## src/rtl/timer_irq_dev.sv

```systemverilog
// Memory-mapped countdown timer with CTRL/PRESET/COUNT registers.
// Drives the CPU external interrupt line as CTRL.IM & irq_flag.
module timer_irq_dev #(
  parameter int CNT_W = 32
) (
  input  logic             clk,
  input  logic             reset,
  input  logic [1:0]       addr,
  input  logic             we,
  input  logic [CNT_W-1:0] din,
  output logic [CNT_W-1:0] dout,
  output logic             irq
);

  typedef enum logic [1:0] {
    S_IDLE = 2'd0,
    S_LOAD = 2'd1,
    S_CNT  = 2'd2,
    S_INT  = 2'd3
  } state_e;

  state_e           state_q, state_d;
  logic [3:0]       ctrl_q, ctrl_d;
  logic [CNT_W-1:0] preset_q, preset_d;
  logic [CNT_W-1:0] count_q, count_d;
  logic             flag_q, flag_d;

  // State and register file update
  always_ff @(posedge clk or negedge reset) begin
    if (!reset) begin
      state_q  <= S_IDLE;
      ctrl_q   <= 4'd0;
      preset_q <= {CNT_W{1'b0}};
      count_q  <= {CNT_W{1'b0}};
      flag_q   <= 1'b0;
    end else begin
      state_q  <= state_d;
      ctrl_q   <= ctrl_d;
      preset_q <= preset_d;
      count_q  <= count_d;
      flag_q   <= flag_d;
    end
  end

  // Next-state logic: FSM first, then bus writes override CTRL/flag
  always_comb begin
    state_d  = state_q;
    ctrl_d   = ctrl_q;
    preset_d = preset_q;
    count_d  = count_q;
    flag_d   = flag_q;

    case (state_q)
      S_IDLE: begin
        if (ctrl_q[0]) begin
          state_d = S_LOAD;
        end else begin
          state_d = S_IDLE;
        end
      end
      S_LOAD: begin
        count_d = preset_q;
        state_d = S_CNT;
      end
      S_CNT: begin
        if (!ctrl_q[0]) begin
          state_d = S_IDLE;
        end else if (count_q > CNT_W'(1)) begin
          count_d = count_q - CNT_W'(1);
        end else begin
          count_d = {CNT_W{1'b0}};
          flag_d  = 1'b1;
          state_d = S_INT;
        end
      end
      S_INT: begin
        // Only MODE 01 auto-reloads; 10/11 fall back to one-shot
        if (ctrl_q[2:1] == 2'b01) begin
          flag_d = 1'b0;
        end else begin
          ctrl_d[0] = 1'b0;
        end
        state_d = S_IDLE;
      end
      default: begin
        state_d = S_IDLE;
      end
    endcase

    if (we) begin
      case (addr)
        2'd0: begin
          ctrl_d = din[3:0];
          flag_d = 1'b0;
        end
        2'd1: begin
          preset_d = din;
          flag_d   = 1'b0;
        end
        default: begin
        end
      endcase
    end
  end

  // Combinational read mux
  always_comb begin
    case (addr)
      2'd0:    dout = {{(CNT_W-4){1'b0}}, ctrl_q};
      2'd1:    dout = preset_q;
      2'd2:    dout = count_q;
      default: dout = {CNT_W{1'b0}};
    endcase
  end

  assign irq = ctrl_q[3] & flag_q;

endmodule

```

## config.mk

```make
export PLATFORM = sky130hd
export DESIGN_NAME = timer_irq_dev
export DESIGN_NICKNAME = d
export VERILOG_FILES = /design/src/rtl/timer_irq_dev.sv
export SDC_FILE = /design/constraint.sdc
export NUM_CORES = 1
export LEC_CHECK = 0
export BUFFER_PORTS_ARGS = -buffer_cell sky130_fd_sc_hd__buf_2
export CORE_MARGIN = 2
export CORE_UTILIZATION = 51
export DETAILED_ROUTE_END_ITERATION = 12
export PLACE_DENSITY = 0.76
export REMOVE_ABC_BUFFERS = 1
export SYNTH_ARGS = -nofsm -noshare
export SYNTH_HDL_FRONTEND = slang
export SYNTH_SLANG_ARGS = --single-unit
```

## constraint.sdc

```tcl
create_clock -name clk -period 2.28 [get_ports clk]
set_input_delay 0.342 -clock clk [delete_from_list [all_inputs] [get_ports clk]]
set_output_delay 0.342 -clock clk [all_outputs]
set_load 0.05 [all_outputs]
```

==> Word level (Yosys, flattened, before mapping) <==
Index checks and enable logic that the tools add are counted.
{ "classes": {"addsub": 1, "magnitude_cmp": 1, "eq_ne": 8, "n_reduce_logical": 7, "n_mux": 18, "n_bitwise": 1} }
{ "op_table": {"columns": ["operator", "n"], "rows": [
  ["32-bit case mux with 3 select lines", 1],
  ["32-bit 2-to-1 mux", 2],
  ["32-bit case mux with 2 select lines", 1],
  ["32-bit by 1-bit greater-than comparator with 1-bit output (second input constant)", 1],
  ["32-bit by 1-bit subtractor with 32-bit output (second input constant)", 1],
  ["1-bit 2-to-1 mux", 10],
  ["2-bit case mux with 4 select lines", 1],
  ["2-bit by 1-bit == test with 1-bit output (second input constant)", 3],
  ["2-bit == test (second input constant)", 3],
  ["2-bit AND reduction", 3],
  ["2-bit logical NOT", 2],
  ["2-bit 2-to-1 mux", 2],
  ["3-bit inequality test (second input constant)", 1],
  ["2-bit inequality test (second input constant)", 1],
  ["1-bit case mux with 2 select lines", 1],
  ["2-bit nonzero test", 1],
  ["2-bit OR reduction", 1],
  ["1-bit bitwise AND", 1]
]} }
{ "word_totals": {"register_bits": 71, "wordCells": 42, "in_bits": 37, "out_inout_bits": 33} }

==> Depth between registers and ports, before layout <==
Gate-level depths: netlist (run 1).
{ "depth": {"depth_word": 6, "depth_mapped": 9, "depth_no_buf": 7} }

==> Least setup slack after synthesis (run 1) <==
Ideal clock, no wire load.
{ "synth_path": {"path_kind": "flip-flop to flip-flop", "from": "register count_q[17]", "to": "register count_q[22]", "setup_time_ps": 71, "path_stages_with_launch": 6, "path_slack_ps": -31, "synth_period_minus_slack_ps": 2311, "path_buffers": 0, "t_required_ps": 2209, "t_arrival_ps": 2240, "path_cell_list": "dfrtp_1 -> or4_4 -> or2_4 -> or4_4 -> or4b_1 -> nand4_1"} }
{ "synth_via": {"elab_chain_cells": 4, "elab_cells_between_ends": 5, "cone_classes": "add/sub (1); order compare (1); mux (3)"} }
{ "synth_rtl": {"columns": ["element", "line", "text"], "rows": [
  ["from (decl)", "25", "logic [CNT_W-1:0] count_q, count_d;"],
  ["from (signal assigned)", "34", "count_q <= {CNT_W{1'b0}};"],
  ["from (signal assigned)", "40", "count_q <= count_d;"],
  ["32-bit by 1-bit subtractor with 32-bit output / 32-bit by 1-bit greater-than comparator with 1-bit output (equally long branches)", "69, 68", null],
  ["32-bit 2-to-1 mux (*)", "68", "end else if (count_q > CNT_W'(1)) begin"],
  ["32-bit 2-to-1 mux (*)", "66", "if (!ctrl_q[0]) begin"],
  ["32-bit case mux with 2 select lines (*)", "53", "case (state_q)"]
]} }
Mark *: on every way between the ends. The rest lies on a longest branch, timed or not. The select of a mux whose other input is x is not followed.
A chain may end at the register's enable or synchronous reset.

==> Worst setup path in the final report (run 1) <==
{ "layout_path": {"from": "register count_q[22]", "to": "register count_q[11]"} }
{ "layout_via": {"elab_chain_cells": 4} }
{ "layout_rtl": {"columns": ["element", "line"], "rows": [
  ["32-bit by 1-bit greater-than comparator with 1-bit output", "68"],
  ["32-bit 2-to-1 mux", "68"],
  ["32-bit 2-to-1 mux", "66"],
  ["32-bit case mux with 2 select lines", "53"]
]} }
Every way passes these cells. The select of a mux whose other input is x is not followed.

==> key figures, run 1 <==
Power and ir drop
  • Power density over the cells: 1200 nW/um^2
  • LEAKAGE: between 2 and 2.5 nW
  • Logic pwr share: 50.1%
  • Sw Pwr: 0.00267 W
  • Sequential Power Share: around 33%
  • Clk pwr share: 17.1%
  • Internal Pwr Total: approximately 0.0037 W
  • Peak VDD IR: 0.558 mV
  • Sw Share: 42.1%

Timing
  • Fin crit period: 2290 ps
  • Worst Tran Pin Value: a little over 500 ps
  • Final Setup Violations: 1
  • Final Hold Fails: 0
  • Worst Clk Skew: 6.86 ps
  • RSZ-0062 raised after global routing: yes
  • Final worst slack: -14.5 ps
  • F_max: 436 MHz
  • Worst slew margin: ~66%
  • Final period util: 101%
  • Fin. max-slew vios: 0

Routing
  • Final WL: between 10000 and 15000 um
  • Drt initial violations: 242
  • Vias: 3955
  • Post-route antenna net violation count: 0
  • Drt pass-1 iters: 5
  • Via/cell ratio: 6.19
  • Per-cell routed wire length: 18.0 um
  • DR DRC count: 0

Global routing
  • Met2 Use GR: 43.8%
  • GR peak layer: met2
  • First-pass GRT wire length: 18700 um
  • Initial antenna violation count: 0
  • M1 GR Usage: 35.2%
  • Remaining Overflow, GRT: 0
  • Met3 Resource Use GR: around 4.5%
  • All-layer global routing usage: 26.9%
  • Largest net degree at the start of global routing: 35
  • Vias in the first global route: 3926

Floorplanning
  • Die Y: 93.9 um
  • Core area: roughly 7800 sq um
  • Rows: 32
  • Top Ports: 70
  • Die W: between 90 and 100 um
  • Die area: 8820 sq um
  • Initial Utilization: 53.1%

Synthesis
  • Area leader, netlist: dfrtp_1
  • Post-Syn Area: between 4000 and 5000 sq um
  • Synth top area share: 43.1%
  • Most common cell in the netlist: dfrtp_1
  • Distinct cells, synth: 55
  • EDFF count, synth: 0
  • Syn Area/Cell: 9.79 sq um
  • Cells after Synth: 421
  • Ranking of synthesized cells by area: dfrtp_1 (43%), mux2_2 (9.6%), a22o_1 (5.7%), nand2_1 (2.9%), nand4_1 (2.9%)
  • Ys Warns: 0
  • #FFs+latches synth: between 70 and 80
  • Sequential area share after synthesis: 43.1%
  • Share of synthesized registers carrying an async set or reset: 100%
  • Commonest cells post-synth: dfrtp_1 (71), mux2_2 (35), nand2_1 (32)
  • Synth Flop Type: dfrtp_1

Clock network
  • Clk sink count: 71
  • Clock Latency Late Sink: 350 ps
  • Reg clk slew, reported paths: roughly 70 ps
  • CTS tree: yes
  • Clk buf depth: 2
  • CTS buffer count: 9
  • CTS H-tree depth: 3
  • CTS root buffer: clkbuf_8

Setup path
  • Crit Path Max Fanout: 9
  • CP startpoint kind: flop
  • R2R setup slack: -10 ps
  • Worst R2R Path Depth: 6
  • CP endpoint kind: flop
  • CP Class: reg -> reg
  • Req. time, crit path: between 2000 and 3000 ps
  • R2R Path Start: count_q[22]$_DFFE_PN0P_
  • WP data arrival: 2530 ps
  • Reg2reg end: count_q[11]$_DFFE_PN0P_

Cells and area
  • Design area: 5280 sq um
  • Share of cells above drive strength 1: 38.5%
  • Antenna diodes: 0
  • Area growth syn-to-layout: 28.0%
  • Final non-filler cell total: 639
  • Final nets: 571
  • Fin util: 68.0%

Run status
  • Violated checks: negative setup slack
  • Status: complete, but fails checks

Job
  • Max Cap Violations: 0

Min path
  • Hold_sp: din[0]
  • Hold path cells: 3
  • Hold crit path type: in -> reg
  • Worst hold endpoint: ctrl_q[0]$_DFF_PN0_

Placed design
  • DP HPWL: 7980 um
  • Final weighted congestion in routability-driven placement: 0.881
  • Port bufs: 69
  • Cell Area, Placed: 4960 sq um
  • Placed insts: between 600 and 700
==> repair_timing <==
item | 4_1_cts | 5_1_grt
hold endpoints to repair | 11 | 0
buffers inserted | 2 | 1
endpoints found under the setup margin | 7 | 17
pin swaps | 1 | 13
hold buffers | 1 | 0
resized for setup | 4 | 17
==> state kept, by name, indices dropped and copies added, names as in the netlist <==
| register | count |
|---|---|
| count_q | 32 |
| preset_q | 32 |
| ctrl_q | 4 |
| state_q | 2 |
| flag_q | 1 |
==> how the worst max path moves through the flow <==
stage,from,end,slack (ps)
after floorplan,addr[0],preset_q[0]$_DFFE_PN0P_,-790
after global placement,count_q[17]$_DFFE_PN0P_,count_q[22]$_DFFE_PN0P_,2
after detailed placement,count_q[17]$_DFFE_PN0P_,count_q[22]$_DFFE_PN0P_,-20
after CTS,count_q[17]$_DFFE_PN0P_,count_q[22]$_DFFE_PN0P_,-30
after global routing,count_q[22]$_DFFE_PN0P_,count_q[14]$_DFFE_PN0P_,-100
final,count_q[22]$_DFFE_PN0P_,count_q[11]$_DFFE_PN0P_,-10
==> worst max-delay path: stages, from the launching register on <==
cell	delay [ps]
dfrtp_1	400
or4_4	590
nor4_4	300
nand4_1	220
buf_6	200
a31o_1	200
a221o_1	280
==> metrics by stage <==
stage	setup TNS (ps)	power, W	hold slack [ps]	worst slack (ps)
final	-14.5	0.00634	206	-14.5
after global routing	-1120	0.00672	216	-96.7
after CTS	-27.4	0.00621	194	-27.4
after detailed placement	-72.7	0.00507	254	-23.5
after global placement	0	0.00498	256	2.40
after floorplan	-49090	0.00387	46.4	-792
==> layout make-up <==
| type | count | area, sq um |
|---|---|---|
| flip-flops and latches | 71 | 1780 |
| repair buffers | 135 | 900 |
| clock inverters | 4 | 70.1 |
| well taps | 102 | 128 |
| inverters | 9 | 33.8 |
| clock buffers | 12 | 135 |
| multi-input cells | 306 | 2240 |
| fillers | 652 | 2490 |
==> power by group through the flow <==
stage | Sequential (W) | Combinational [W] | Clock [W]
global route | 0.00212 | 0.00344 | 0.00115
floorplan | 0.00211 | 0.00176 | 0
global placement | 0.00204 | 0.00294 | 0
detailed placement | 0.00207 | 0.00301 | 0
finish | 0.00208 | 0.00318 | 0.00108
CTS | 0.00206 | 0.00306 | 0.00110
==> cell families (layout without fill, tap and decap cells) <==
logic type      after synthesis  count (layout)  share of synthesized area [%]
compound gates              106             106                           18.6
simple gates                156             156                           22.0
mux                          42              42                           11.3
buf+inv                      44             160                           4.46
fa+ha+maj                     2               2                          0.607
flops                        71              71                           43.1
==> metal layers <==
| metal | wire length, um | vias to the layer above | part of all wire (%) |
|---|---|---|---|
| met1 | 4980 | 1939 | 43 |
| met2 | 5600 | 168 | 49 |
| li1 | - | 1832 | - |
| met4 | 167 | 0 | 1.5 |
| met3 | 770 | 16 | 6.7 |
| met5 | 0 | - | 0 |
==> placed cells by master, fill, tap and decap left out, types with 3 or more instances in the layout <==
cell / count
nor4_4: 3
and2_1: 3
a41oi_1: 4
dfrtp_1: 71
or3_1: 6
o211ai_1: 9
nand3_1: 16
inv_1: 9
a31oi_1: 7
or4_4: 5
buf_2: 69
a22o_1: 27
a21oi_1: 19
mux2i_1: 7
nor3_1: 3
o311ai_0: 5
o21ai_0: 12
or4_1: 4
buf_6: 5
clkbuf_1: 3
buf_4: 57
nor4_1: 8
nor2b_2: 3
o2111ai_1: 4
and3_1: 12
clkbuf_8: 9
nand2b_1: 3
mux2_2: 35
nand2_1: 30
or4b_1: 3
nand4_1: 19
o22ai_1: 4
buf_12: 3
nor2_1: 17
nand3b_1: 4
No activity file was read; power rests on OpenSTA's default activity.
==> run 2: changes to the inputs <==
--- a/constraint.sdc
+++ b/constraint.sdc
@@ -3,2 +3,2 @@
 set_output_delay 0.342 -clock clk [all_outputs]
-set_load 0.05 [all_outputs]
+set_load 0.005 [all_outputs]
==> run 2 against run 1 <==
The flow now finishes without violations. Sequential power about the same. Clock power decreased by 22%. Critical path depth increased by 1. Combinational power decreased by 10%. Via count increased by 2.2%. Die area unchanged. Global-route usage increased by 0.96 points. Clock-buffer cell count decreased by 1. Wire length increased by 2.6%. Critical path type unchanged. Largest cell class unchanged.
==> key figures, run 2 (same netlist as run 1, synthesis figures left out) <==
Run status
  • Status: finished, final reports clean

Routing
  • Post-route antenna net violation count: 0 (unchanged)
  • Drt initial violations: 282 (+17%)
  • Final WL: 11800 um (+2.6%)
  • DR DRC count: 0 (unchanged)
  • Via/cell ratio: 6.32 (+2.0%)
  • Vias: 4042 (+2.2%)
  • Drt pass-1 iters: 5 (unchanged)
  • Per-cell routed wire length: 18.5 um (+2.4%)

Min path
  • Hold crit path type: in -> reg

Global routing
  • Largest net degree at the start of global routing: 35 (unchanged)
  • All-layer global routing usage: 27.9% (+0.96 points)
  • Remaining Overflow, GRT: 0 (unchanged)
  • First-pass GRT wire length: 19300 um (+3.5%)
  • Initial antenna violation count: 0 (unchanged)
  • Vias in the first global route: 3935 (+0.23%)

Setup path
  • WP data arrival: 2510 ps (-20 ps)
  • Crit path buf inv count: 2 (+1)
  • Max stage delay on crit path: 550 ps (-40 ps)
  • R2R setup slack: 30 ps (+40 ps)
  • Crit Path Max Fanout: 3 (-6)
  • Crit-path cells: or4_4 -> buf_4 -> nor4_2 -> buf_4 -> nand4_1 -> or4b_1 -> o211ai_1
  • CP startpoint kind: flop
  • Top delay family on crit path: simple AND/OR/NAND/NOR gates
  • Highest-delay cell along the critical path: or4_4
  • Req. time, crit path: 2540 ps (+20 ps)
  • CP Class: reg -> reg
  • CP endpoint kind: flop
  • CP most frequent cell: buf_4

Floorplanning
  • Die Y: 93.9 um (unchanged)
  • Die area: 8820 sq um (unchanged)
  • Rows: 32 (unchanged)
  • Initial Utilization: 53.1% (unchanged)
  • Core area: 7770 sq um (unchanged)
  • Die W: 93.9 um (unchanged)
  • Top Ports: 70 (unchanged)

Placed design
  • DP HPWL: 8120 um (+1.7%)
  • Final weighted congestion in routability-driven placement: 0.881 (about the same)
  • Port bufs: 69 (unchanged)

Clock network
  • Clk sink count: 71 (unchanged)
  • CTS root buffer: clkbuf_8
  • CTS H-tree depth: 3 (unchanged)
  • Clk buf depth: 2 (unchanged)
  • CTS tree: yes
  • CTS buffer count: 9 (unchanged)
  • Reg clk slew, reported paths: 70 ps (about the same)
  • Clock Latency Late Sink: 350 ps (about the same)

Cells and area
  • Antenna diodes: 0 (unchanged)
  • Area growth syn-to-layout: 27.4%
  • Fin util: 67.6% (-0.34 points)
  • Top Registers: count_q (32), preset_q (32), ctrl_q (4)
  • Final nets: 575 (+0.70%)
  • Fill count: 624 (-4.3%)
  • Share of cells above drive strength 1: 39.2% (+0.67 points)
  • Most common cell after layout, fill and taps aside: dfrtp_1
  • Most frequent cells in the layout: dfrtp_1 (71), buf_2 (69), buf_4 (64)

Timing
  • RSZ-0062 raised after global routing: yes
  • Final Hold Fails: 0 (unchanged)
  • Fin crit period: 2250 ps (-43.0 ps)
  • F_max: 444 MHz (+1.9%)
  • Worst Tran Pin Value: 523 ps (+7.46 ps)
  • Post-route setup TNS: 0 ps (+14.5 ps)
  • Min Hold Slack: 208 ps (+1.43 ps)
  • Worst Clk Skew: 10.0 ps (+3.16 ps)
  • Final period util: 98.7% (-1.9 points)
  • Fin. max-slew vios: 0 (unchanged)
  • Final Setup Violations: 0 (-1)
  • Worst slew margin: 65.1% (-0.50 points)

Power and ir drop
  • Power density over the cells: 1100 nW/um^2 (-8.0%)
  • LEAKAGE: 2.34 nW (-0.40%)
  • Peak VDD IR: 0.520 mV (-6.8%)

Job
  • Max Cap Violations: 0 (unchanged)
[run 2: worst register-to-register path: stages, from the launching register on]
cell,delay (ps)
dfrtp_1,390
or4_4,550
buf_4,170
nor4_2,170
buf_4,180
nand4_1,100
or4b_1,520
o211ai_1,90
[run 2: repair_timing]
| action | 4_1_cts | 5_1_grt |
|---|---|---|
| hold buffers | 1 | 0 |
| resized for setup | 6 | 14 |
| buffers inserted | 1 | 8 |
| pin swaps | 8 | 13 |
| endpoints found under the setup margin | 2 | 28 |
| endpoints found under the hold margin | 11 | 0 |
[run 2: metrics by stage]
| stage | std cells | setup WS, ps | area (sq um) | power (W) |
|---|---|---|---|---|
| 4_1_cts | 633 | 3.37 | 5140 | 0.00559 |
| 6_report | 640 | 28.5 | 5250 | 0.00580 |
| 3_3_place_gp | 618 | -3.54 | 4940 | 0.00457 |
| 3_5_place_dp | 618 | -22.8 | 4940 | 0.00467 |
| 5_1_grt | 640 | -51.4 | 5250 | 0.00618 |
| 2_1_floorplan | 386 | -792 | 3970 | 0.00348 |
[run 2: final cells by class]
| class | count | area, sq um | share of cell area [%] |
|---|---|---|---|
| repair buffers | 139 | 910 | 17.3 |
| multi-input cells | 306 | 2250 | 42.9 |
| flip-flops and latches | 71 | 1780 | 33.8 |
| clock inverters | 2 | 10.0 | 0.191 |
| well taps | 102 | 128 | 2.43 |
| inverters | 9 | 33.8 | 0.643 |
| clock buffers | 11 | 141 | 2.69 |
[run 2: per-layer routing]
layer	up-vias	GRT usage, %	wire (um)	share of wire, %
li1	1853	-	-	-
met1	1948	37.6	4970	42
met2	209	45.2	5620	48
met3	32	4.17	944	8.0
met4	0	11.1	280	2.4
met5	-	0	0	0
[run 2: worst paths after layout]
check / from / end / cells after the start
hold reg to reg: preset_q[19]$_DFFE_PN0P_ / count_q[19]$_DFFE_PN0P_ / 2
setup / recovery: count_q[19]$_DFFE_PN0P_ / count_q[26]$_DFFE_PN0P_ / 7
min in group asynchronous: reset / count_q[31]$_DFFE_PN0P_ / 2
setup reg to reg: count_q[19]$_DFFE_PN0P_ / count_q[26]$_DFFE_PN0P_ / 7
hold / removal: din[0] / ctrl_q[0]$_DFF_PN0_ / 3
max in group asynchronous: reset / preset_q[3]$_DFFE_PN0P_ / 3
[run 2: power by group]
group | total [W] | leakage, nW | internal [W] | switching (W)
logic | 0.00286 | 1.41 | 0.00140 | 0.00146
registers | 0.00209 | 0.847 | 0.00169 | 0.000400
clock network | 0.000839 | 0.0809 | 0.000403 | 0.000436
total | 0.00580 | 2.34 | 0.00350 | 0.00230
